### config.mk
export PLATFORM = sky130hd
export DESIGN_NAME = uart_cmd_bridge_flat
export DESIGN_NICKNAME = d
export VERILOG_FILES = /design/src/rtl/uart_cmd_bridge_pkg.sv /design/src/rtl/uart_cmd_bridge_if.sv /design/src/rtl/uart_cmd_bridge_fifo.sv /design/src/rtl/uart_cmd_bridge.sv /design/src/flat_wrapper.sv
export SDC_FILE = /design/constraint.sdc
export NUM_CORES = 1
export LEC_CHECK = 0
export ABC_AREA = 1
export CAP_MARGIN = 40
export CORE_UTILIZATION = 40
export CTS_BUF_LIST = sky130_fd_sc_hd__clkbuf_4
export CTS_CLUSTER_DIAMETER = 120
export CTS_CLUSTER_SIZE = 12
export DETAILED_ROUTE_END_ITERATION = 10
export PLACE_DENSITY = 0.56
export RECOVER_POWER = 50
export SETUP_SLACK_MARGIN = 0.1
export SLEW_MARGIN = 20
export SYNTH_ARGS = -nofsm -noshare
export SYNTH_HDL_FRONTEND = slang
export SYNTH_SLANG_ARGS = --single-unit
### constraint.sdc
create_clock -name clk_pix -period 3.7 [get_ports clk_pix]
set_input_delay 1.11 -clock clk_pix [delete_from_list [all_inputs] [get_ports clk_pix]]
set_output_delay 1.11 -clock clk_pix [all_outputs]
set_load 0.005 [all_outputs]
### src/rtl/uart_cmd_bridge_pkg.sv
// Shared types and constants for the UART-to-graphite command bridge.
package uart_cmd_pkg;
  localparam int CMD_BYTES = 4;
  localparam int CMD_W     = 32;

  typedef enum logic [1:0] {
    IDLE = 2'd0,
    ACK  = 2'd1,
    PUSH = 2'd2
  } asm_state_e;
endpackage

### src/rtl/uart_cmd_bridge_if.sv
// Command word stream from the bridge into graphite.
interface uart_cmd_bridge_if;
  import uart_cmd_pkg::*;

  // A word moves on any clk_pix edge with tvalid=1 and tready=1; once raised,
  // tvalid and tdata hold until that edge, and tvalid never looks at tready.
  logic             tvalid;
  logic             tready;
  logic [CMD_W-1:0] tdata;

  modport master (output tvalid, output tdata, input tready);
  modport slave  (input tvalid, input tdata, output tready);
endinterface

### src/rtl/uart_cmd_bridge_fifo.sv
// Synchronous first-word-fall-through FIFO with a registered output stage.
module cmd_fifo #(
  parameter int DATA_W  = 32,
  parameter int DEPTH   = 16,
  parameter int LEVEL_W = $clog2(DEPTH) + 1
) (
  input  logic               clk_i,
  input  logic               rst_i,
  input  logic               push_i,
  input  logic [DATA_W-1:0]  push_data_i,
  output logic               full_o,
  input  logic               pop_i,
  output logic               valid_o,
  output logic [DATA_W-1:0]  data_o,
  output logic [LEVEL_W-1:0] level_o
);
  localparam int PTR_W = $clog2(DEPTH);

  logic [DATA_W-1:0]  mem_q [DEPTH];
  logic [PTR_W-1:0]   wr_ptr_q, wr_ptr_d, rd_ptr_q, rd_ptr_d;
  logic [LEVEL_W-1:0] level_q, level_d;
  logic               valid_q, valid_d;
  logic [DATA_W-1:0]  data_q, data_d;
  logic               pop_ok, push_ok, out_load, mem_empty, mem_wr;

  always_comb begin
    pop_ok    = valid_q & pop_i;
    push_ok   = push_i & (!full_o | pop_ok);
    out_load  = !valid_q | pop_ok;
    // level_q counts the output register too, so the RAM is empty when they match
    mem_empty = (level_q == LEVEL_W'(valid_q));
    valid_d   = valid_q;
    data_d    = data_q;
    rd_ptr_d  = rd_ptr_q;
    wr_ptr_d  = wr_ptr_q;
    mem_wr    = 1'b0;
    if (out_load) begin
      if (!mem_empty) begin
        valid_d  = 1'b1;
        data_d   = mem_q[rd_ptr_q];
        rd_ptr_d = rd_ptr_q + PTR_W'(1);
      end else if (push_ok) begin
        valid_d = 1'b1;
        data_d  = push_data_i;
      end else begin
        valid_d = 1'b0;
      end
    end
    if (push_ok && !(out_load && mem_empty)) begin
      mem_wr   = 1'b1;
      wr_ptr_d = wr_ptr_q + PTR_W'(1);
    end
    level_d = level_q + LEVEL_W'(push_ok) - LEVEL_W'(pop_ok);
  end

  always_ff @(posedge clk_i) begin
    if (rst_i) begin
      wr_ptr_q <= '0;
      rd_ptr_q <= '0;
      level_q  <= '0;
      valid_q  <= 1'b0;
      data_q   <= '0;
    end else begin
      wr_ptr_q <= wr_ptr_d;
      rd_ptr_q <= rd_ptr_d;
      level_q  <= level_d;
      valid_q  <= valid_d;
      data_q   <= data_d;
    end
  end

  always_ff @(posedge clk_i) begin
    if (mem_wr) mem_q[wr_ptr_q] <= push_data_i;
  end

  assign full_o  = (level_q == LEVEL_W'(DEPTH));
  assign valid_o = valid_q;
  assign data_o  = data_q;
  assign level_o = level_q;
endmodule

### src/rtl/uart_cmd_bridge.sv
// Packs UART bytes big-endian into 32-bit command words, drops stale partial
// words after an idle timeout, and queues finished words towards graphite.
module uart_cmd_bridge
  import uart_cmd_pkg::*;
#(
  parameter int FIFO_DEPTH     = 16,
  parameter int TIMEOUT_CYCLES = 2500000,
  parameter int LEVEL_W        = $clog2(FIFO_DEPTH) + 1
) (
  input  logic                     clk_pix,
  input  logic                     reset,
  input  logic [7:0]               uart_rx_data_i,
  input  logic                     uart_valid_i,
  input  logic                     uart_busy_i,
  output logic                     uart_rd_o,
  uart_cmd_bridge_if.master        cmd_axis,
  output logic [LEVEL_W-1:0]       fifo_level_o,
  output logic [1:0]               byte_phase_o,
  output logic                     err_timeout_o,
  output logic [7:0]               timeout_count_o,
  output asm_state_e               dbg_state_o
);
  localparam bit          TO_EN   = (TIMEOUT_CYCLES > 0);
  localparam logic [31:0] TO_LAST = TO_EN ? 32'(TIMEOUT_CYCLES - 1) : 32'd0;

  asm_state_e       state_q, state_d;
  logic [1:0]       phase_q, phase_d;
  logic [CMD_W-1:0] asm_q, asm_d;
  logic             rd_q, rd_d;
  logic             err_q, err_d;
  logic [7:0]       tcnt_q, tcnt_d;
  logic [31:0]      idle_cnt_q, idle_cnt_d;
  logic             push, fifo_full, accept, expire;

  always_comb begin
    accept = (state_q == IDLE) && uart_valid_i && !uart_busy_i && !fifo_full;
    // an arriving byte beats an expiry on the same edge
    expire = TO_EN && (state_q == IDLE) && (phase_q != 2'd0) && !accept &&
             (idle_cnt_q == TO_LAST);
    state_d    = state_q;
    phase_d    = phase_q;
    asm_d      = asm_q;
    rd_d       = 1'b0;
    err_d      = 1'b0;
    tcnt_d     = tcnt_q;
    idle_cnt_d = idle_cnt_q;
    push       = 1'b0;
    case (state_q)
      IDLE: begin
        if (accept) begin
          asm_d[8*(CMD_BYTES-1-int'(phase_q)) +: 8] = uart_rx_data_i;
          rd_d       = 1'b1;
          idle_cnt_d = '0;
          state_d    = ACK;
        end else if (expire) begin
          phase_d    = 2'd0;
          asm_d      = '0;
          err_d      = 1'b1;
          tcnt_d     = (tcnt_q == 8'hFF) ? tcnt_q : tcnt_q + 8'd1;
          idle_cnt_d = '0;
        end else if (phase_q != 2'd0) begin
          idle_cnt_d = idle_cnt_q + 32'd1;
        end else begin
          idle_cnt_d = '0;
        end
      end
      ACK: begin
        phase_d = phase_q + 2'd1;
        state_d = (phase_q == 2'd3) ? PUSH : IDLE;
      end
      PUSH: begin
        push    = 1'b1;
        asm_d   = '0;
        state_d = IDLE;
      end
      default: state_d = IDLE;
    endcase
  end

  always_ff @(posedge clk_pix) begin
    if (reset) begin
      state_q    <= IDLE;
      phase_q    <= 2'd0;
      asm_q      <= '0;
      rd_q       <= 1'b0;
      err_q      <= 1'b0;
      tcnt_q     <= 8'd0;
      idle_cnt_q <= '0;
    end else begin
      state_q    <= state_d;
      phase_q    <= phase_d;
      asm_q      <= asm_d;
      rd_q       <= rd_d;
      err_q      <= err_d;
      tcnt_q     <= tcnt_d;
      idle_cnt_q <= idle_cnt_d;
    end
  end

  cmd_fifo #(
    .DATA_W (CMD_W),
    .DEPTH  (FIFO_DEPTH),
    .LEVEL_W(LEVEL_W)
  ) u_fifo (
    .clk_i      (clk_pix),
    .rst_i      (reset),
    .push_i     (push),
    .push_data_i(asm_q),
    .full_o     (fifo_full),
    .pop_i      (cmd_axis.tready),
    .valid_o    (cmd_axis.tvalid),
    .data_o     (cmd_axis.tdata),
    .level_o    (fifo_level_o)
  );

  assign uart_rd_o       = rd_q;
  assign byte_phase_o    = phase_q;
  assign err_timeout_o   = err_q;
  assign timeout_count_o = tcnt_q;
  assign dbg_state_o     = state_q;
endmodule
### src/flat_wrapper.sv
// flat-port wrapper written by rule: the top's interface ports become plain ports
module uart_cmd_bridge_flat import uart_cmd_pkg::*;
#(
  parameter int FIFO_DEPTH     = 16,
  parameter int TIMEOUT_CYCLES = 2500000,
  parameter int LEVEL_W        = $clog2(FIFO_DEPTH) + 1
)
  (clk_pix, reset, uart_rx_data_i, uart_valid_i, uart_busy_i, uart_rd_o, fifo_level_o, byte_phase_o, err_timeout_o, timeout_count_o, dbg_state_o, cmd_axis_tvalid, cmd_axis_tdata, cmd_axis_tready);
  uart_cmd_bridge_if cmd_axis_i ();
  input  logic clk_pix;
  input  logic reset;
  input  logic [7:0] uart_rx_data_i;
  input  logic uart_valid_i;
  input  logic uart_busy_i;
  output logic uart_rd_o;
  output logic [LEVEL_W-1:0] fifo_level_o;
  output logic [1:0] byte_phase_o;
  output logic err_timeout_o;
  output logic [7:0] timeout_count_o;
  output asm_state_e dbg_state_o;
  output wire logic [$bits(cmd_axis_i.tvalid)-1:0] cmd_axis_tvalid;
  output wire logic [$bits(cmd_axis_i.tdata)-1:0] cmd_axis_tdata;
  input wire logic [$bits(cmd_axis_i.tready)-1:0] cmd_axis_tready;
  assign cmd_axis_tvalid = cmd_axis_i.tvalid;
  assign cmd_axis_tdata = cmd_axis_i.tdata;
  assign cmd_axis_i.tready = cmd_axis_tready;
  uart_cmd_bridge #(.FIFO_DEPTH(FIFO_DEPTH), .TIMEOUT_CYCLES(TIMEOUT_CYCLES), .LEVEL_W(LEVEL_W)) u_core (.clk_pix(clk_pix), .reset(reset), .uart_rx_data_i(uart_rx_data_i), .uart_valid_i(uart_valid_i), .uart_busy_i(uart_busy_i), .uart_rd_o(uart_rd_o), .cmd_axis(cmd_axis_i), .fifo_level_o(fifo_level_o), .byte_phase_o(byte_phase_o), .err_timeout_o(err_timeout_o), .timeout_count_o(timeout_count_o), .dbg_state_o(dbg_state_o));
endmodule
# ---- Word-level counts from Yosys, hierarchy flattened
# Memories as Yosys holds them, arrays and structs flattened. A register that Yosys moved wholly into a read port is not among the register bits.
# Cells that the tools add are included.
dict set report classes {
  add_sub_neg 9
  eq_ne 12
  shifts 2
  n_mux 25
  n_bitwise 8
  n_reduce_logical 24
}
# cell n
set op_table {}
lappend op_table {{$mux 32} 7}
lappend op_table {{$pmux 32 s2} 1}
lappend op_table {{$neg 32->33} 1}
lappend op_table {{$shift 8x33->32 const A} 1}
lappend op_table {{$shiftx 8x33->32} 1}
lappend op_table {{$add 32x1->32 const B} 1}
lappend op_table {{$bwmux 32} 1}
lappend op_table {{$eq 32x22->1 const B} 1}
lappend op_table {{$add 4x1->4 const B} 2}
lappend op_table {{$add 8x1->8 const B} 1}
lappend op_table {{$eq 8x8->1 const B} 1}
lappend op_table {{$logic_and 1x1->1} 8}
lappend op_table {{$mux 1} 8}
lappend op_table {{$mux 2} 4}
lappend op_table {{$mux 4} 2}
lappend op_table {{$pmux 2 s2} 2}
lappend op_table {{$reduce_and 2->1} 3}
lappend op_table {{$reduce_bool 2->1} 3}
lappend op_table {{$add 5x1->5} 1}
lappend op_table {{$eq 5x1->1} 1}
lappend op_table {{$eq 5x5->1 const B} 1}
lappend op_table {{$logic_not 1->1} 5}
lappend op_table {{$sub 5x1->5} 1}
lappend op_table {{$eq 2x2->1 const B} 2}
lappend op_table {{14 further kinds} 21}
dict set report word_totals {
  reg_bits 124
  mem_bits_rw 512
  output_inout_bits 52
  mem_count 1
}
# memory depth width rd rd_clocked_by_memory_dff wr line_no
set memory_table {}
lappend memory_table {u_core.u_fifo.mem_q 16 32 1 1 1 uart_cmd_bridge_fifo.sv:19} ;# logic [DATA_W-1:0] mem_q [DEPTH];

# ---- Logic depth before layout (Yosys ltp)
dict set report depth {
  depth_word 10
  ltp_mapped 16
  ltp_nobuf 16
}

# ---- Modules after synthesis
# From an unflattened synthesis, not the netlist that was laid out.
dict set report unflattened {
  cells_unflattened 3249
  hier_area_um2 29460.8
}
# mod n_inst cells_each area_per_inst_um2 seq_area_each_um2
set by_module_without_submodules {}
lappend by_module_without_submodules {cmd_fifo 1 2503 24812.5 16375.7}
lappend by_module_without_submodules {uart_cmd_bridge 1 746 4648.2 1561.5}

# ---- Least setup slack after synthesis
# Ideal clock, no wire load.
dict set report synth_timing {
  path_type {input-to-reg}
  start {input cmd_axis_tready}
  end {memory u_core.u_fifo.mem_q[11][0] (enable)}
  setup_time_ns 0.421
  t_arrival_ns 3.295
  required_ns 3.279
  setup_slack_ns -0.016
  cell_stages 5
  n_path_buf 0
  cell_sequence {nor2_1 > inv_1 > a21oi_1 > nand2_1 > nor2_1}
}
dict set report synth_between {
  elab_chain_cells 8
  elab_cells_between_ends 10
  cone_classes {mux: 3; bitwise: 4; reduce/logical: 3}
}
# item line_no
set synth_lines {}
lappend synth_lines {{start: declaration} flat_wrapper.sv:23} ;# input wire logic [$bits(cmd_axis_i.tready)-1:0] cmd_axis_tready;
lappend synth_lines {{$and 1x1->1 (*)} uart_cmd_bridge_fifo.sv:27} ;# pop_ok = valid_q & pop_i;
lappend synth_lines {{$or 1x1->1} uart_cmd_bridge_fifo.sv:29} ;# out_load = !valid_q | pop_ok;
lappend synth_lines {{$logic_and 1x1->1} uart_cmd_bridge_fifo.sv:49} ;# if (push_ok && !(out_load && mem_empty)) begin
lappend synth_lines {{$logic_not 1->1} uart_cmd_bridge_fifo.sv:49}
lappend synth_lines {{$logic_and 1x1->1 (*)} uart_cmd_bridge_fifo.sv:49}
lappend synth_lines {{$mux 1 (*)} uart_cmd_bridge_fifo.sv:49}
lappend synth_lines {{$mux 1 (*)} uart_cmd_bridge_fifo.sv:73} ;# if (mem_wr) mem_q[wr_ptr_q] <= push_data_i;
lappend synth_lines {{$mux 1 (implied by the code) (*)} uart_cmd_bridge_fifo.sv:73}
lappend synth_lines {{end: declaration} uart_cmd_bridge_fifo.sv:19}
# Every way passes the cells marked *; elsewhere a longest branch is shown, timed or not.

# ---- Worst setup path after layout
dict set report layout_timing {
  start {register u_core.u_fifo.level_q[2] (netlist: u_core.u_fifo.level_o[2])}
  end {register u_core.u_fifo.data_q[14] (netlist: u_core.u_fifo.data_o[14])}
}
dict set report layout_between {
  elab_chain_cells 6
  elab_cells_between_ends 8
  cone_classes {eq/ne: 3; mux: 1; bitwise: 2; reduce/logical: 2}
}
# item line_no
set layout_lines {}
lappend layout_lines {{start: declaration} uart_cmd_bridge_fifo.sv:21} ;# logic [LEVEL_W-1:0] level_q, level_d;
lappend layout_lines {{start signal: assignment} uart_cmd_bridge_fifo.sv:66} ;# level_q <= level_d;
lappend layout_lines {{$eq 5x5->1} uart_cmd_bridge_fifo.sv:76} ;# assign full_o = (level_q == LEVEL_W'(DEPTH));
lappend layout_lines {{$logic_not 1->1} uart_cmd_bridge_fifo.sv:28} ;# push_ok = push_i & (!full_o | pop_ok);
lappend layout_lines {{$or 1x1->1} uart_cmd_bridge_fifo.sv:28}
lappend layout_lines {{$and 1x1->1} uart_cmd_bridge_fifo.sv:28}
lappend layout_lines {{$ne 2x2->1 (no line)} -}
lappend layout_lines {{$reduce_and 2->1 (no line)} -}
lappend layout_lines {{end signal: assignment} uart_cmd_bridge_fifo.sv:68} ;# data_q <= data_d;
lappend layout_lines {{end: declaration} uart_cmd_bridge_fifo.sv:23} ;# logic [DATA_W-1:0] data_q, data_d;
# Parallel ways exist; a longest one is shown, timed or not.
# A chain may end at the register's enable or synchronous reset.

==> results.md <==
- Final setup vio count: 0
- CP max FO: 34
- Failing checks: max-capacitance violations, max-slew violations
- Initial DRT Pass Iterations: 6
- Layout cells sized above 1: under 10%
- Status: finished, violations left
- Initial core utilization: 40.6%
- Ranking of synthesized cells by area: edfxtp_1 55%, dfxtp_1 9.2%, nand2_1 5.7%, inv_1 5.4%, nand3_1 4.8%
- DRC: 0
- CTS max path bufs: 3
- Final hold vios: 0
- Critical Path Source Type: flop
- Reg-to-reg slack, setup: 0.32 ns
- Yosys reg bits: 640
- Endpoint class of the critical path: flop
- Worst clock skew: 0.0821 ns
- Layout Nets: 2838
- Synth warn: 0
- Pre-CTS WS: 0.355 ns
- R2R cell count: 9
- Initial DRC Count: 1622
- Max Clk Rate: about 300 MHz
- Synth Area per Inst: 10.1 sq um
- Worst hold path stage count: 2
- Total Wirelength: 69600 microns
- Setup TNS: 0 ns
- Finished Layout Cells: 3791
- DR top layer: met4
- Layout area overhead: 10.0%
- Mapped Area: ~28000 sq um
- CTS root buf: clkbuf_4
- Metal2 WL: 30700 microns
- Post-CTS sizing: 0
- Period utilization: between 90% and 100%
- CTS sink cnt: 640
- Htree depth: 2
- Cell count after placement: about 3700
- Routed Antenna Nets: 0
- Post-DP HPWL: 44600 microns
- Met3 wire len: 3690 microns
- Reg-to-reg endpoint: u_core.u_fifo.data_o[14]
- Number of synthesized flops with an enable pin: just over 500
- Max rail drop VDD: roughly 0.00037 V
- Global route total overflow: 0
- First-pass GRT wire length: roughly 110000 microns
- Routability cong.: 0.878
- I/O pins: 65
- Via density per instance: 5.07
- Most common cell after layout, fill and taps aside: edfxtp_1
- Die width: between 200 and 300 microns
- WL met1: 33900 microns
- RSZ-0062 raised after global routing: false
- Post-synth ARST share: 0%
- Minimum clock period: 3.38 ns
- Vias post-DR: 19222
- RR Startpoint: u_core.u_fifo.level_o[2]
- Leading cell types in the layout, fill and taps excluded: 512 x edfxtp_1, 423 x nand2_1, 405 x inv_1, 272 x nand3_1, 225 x a21oi_1
- Initial antenna violation count: 1
- Post-CTS Hold Buffers: 0
- CTS buffer count: 59
- Synth top area share: a little under three fifths
- PnR worst setup slack: 0.324 ns
- Die area: a little over 70000 sq um
- Number of I/O port buffers: 64
- Total core area: between 60000 and 70000 sq um
- Relative slew slack: -15.3%
- HP Start: u_core.u_fifo.rd_ptr_q[2]
- Final Power: 17200 uW
- Register area share after synthesis: 64.2%
- Arr. time, crit path: around 4 ns
- Actual slew at the worst max-slew pin: 1.73 ns
- Maximum Capacitance Violations: 1
- Chip Height: 266 microns
- Syn_nets: ~2800
- Clock slew at reported path FFs: around 0.15 ns
- Worst-skew pair later-pin latency: 0.92 ns
- Overall routing resource usage: between 10% and 20%
- Leakage power: 0.0112 uW
- Vias in the first global route: 18357
- Area leader, netlist: edfxtp_1
- Mapped Cells: 2757
- Post-CTS Setup Repair Bufs: 0
- PwrDens: about 560 nW/um^2
- Post-layout util: 44.6%
- TritonCTS clock tree: yes
- Worst EP required: 4.44 ns
- Drt wl/cell: 18.4 microns
- Worst hold path class: flop to flop
- Netlist cell types: 41
- Ys flop type: edfxtp_1
- Largest net degree at the start of global routing: about 110
- Max Transition Viols Final: 38
- Cell Rows: 96
- Worst Setup Path Type: flop to flop
==> logic make-up after synthesis <==
group | count (synthesis) | synth area share, %
flops | 640 | 64.2
fa+ha+maj | 17 | 0.789
simple gates | 984 | 15.7
xor+xnor | 17 | 0.533
compound gates | 539 | 10.9
buf+inv | 560 | 7.81
==> how the worst max path moves through the flow <==
stage | start | end | slack, ns
floorplan | cmd_axis_tready | u_core.u_fifo.mem_q[11][0] | -0.02
global placement | cmd_axis_tready | u_core.u_fifo.mem_q[14][31] | 0.39
detailed placement | cmd_axis_tready | u_core.u_fifo.mem_q[14][31] | 0.35
CTS | u_core.byte_phase_o[0] | byte_phase_o[0] | 0.44
global route | u_core.u_fifo.level_o[2] | u_core.u_fifo.mem_q[1][26] | 0.23
finish | u_core.u_fifo.level_o[2] | u_core.u_fifo.data_o[14] | 0.32
==> report_power, final <==
| group | switching (uW) | internal (uW) | leakage, uW |
|---|---|---|---|
| logic | 3180 | 1670 | 0.00492 |
| clock network | 2300 | 1360 | 0.000519 |
| registers | 513 | 8200 | 0.00576 |
| total | 5990 | 11200 | 0.0112 |
==> synth_stat cells (22+ instances only) <==
library cell	n
buf_1	22
nand3_1	266
nor2_1	192
nor3_1	25
dfxtp_1	128
edfxtp_1	512
nand2_1	422
o211ai_1	128
buf_2	28
inv_1	405
clkbuf_1	91
a21oi_1	224
o21ai_0	178
nand4_1	42
==> layout make-up <==
class                           instances  area, sq um
Clock inverter                          4         51.3
Antenna cell                            2         5.00
Tap cell                              931         1160
Multi-Input combinational cell       1557         7850
Clock buffer                          107          803
Inverter                              412         1550
Fill cell                            6446        38100
Timing Repair Buffer                  138         1360
Sequential cell                       640        17900
==> layer usage <==
layer,vias to the layer above,global-route usage (%)
li1,9525,-
met1,9149,29.1
met2,469,29.6
met3,79,2.95
met4,0,4.68
met5,-,0
==> worst max-delay path, stage by stage, from the launching register on <==
cell and delay (ns):
dfxtp_1 0.42, inv_1 0.12, ha_1 0.15, nand2_1 0.07
nor3_1 0.39, clkbuf_2 0.91, a21oi_4 0.13, clkbuf_2 0.55
o21ai_0 0.41, a21oi_1 0.09
==> per-stage QoR <==
step,cell area [sq um],hold slack (ns)
floorplan,27900,0.447
global placement,30000,0.462
detailed placement,30000,0.469
CTS,30900,0.452
global route,30700,0.486
finish,30700,0.464
==> state kept, by name (all words and copies together) (netlist names), named ones only <==
register	flops
u_core.uart_rd_o	1
u_core.u_fifo.data_o	32
u_core.dbg_state_o	2
u_core.u_fifo.level_o	5
u_core.u_fifo.valid_o	1
u_core.u_fifo.mem_q	512
u_core.u_fifo.wr_ptr_q	4
u_core.byte_phase_o	2
u_core.err_timeout_o	1
u_core.u_fifo.rd_ptr_q	4
u_core.idle_cnt_q	32
u_core.timeout_count_o	8
u_core.asm_q	32
Note: power is estimated with default switching activity, not from simulation.
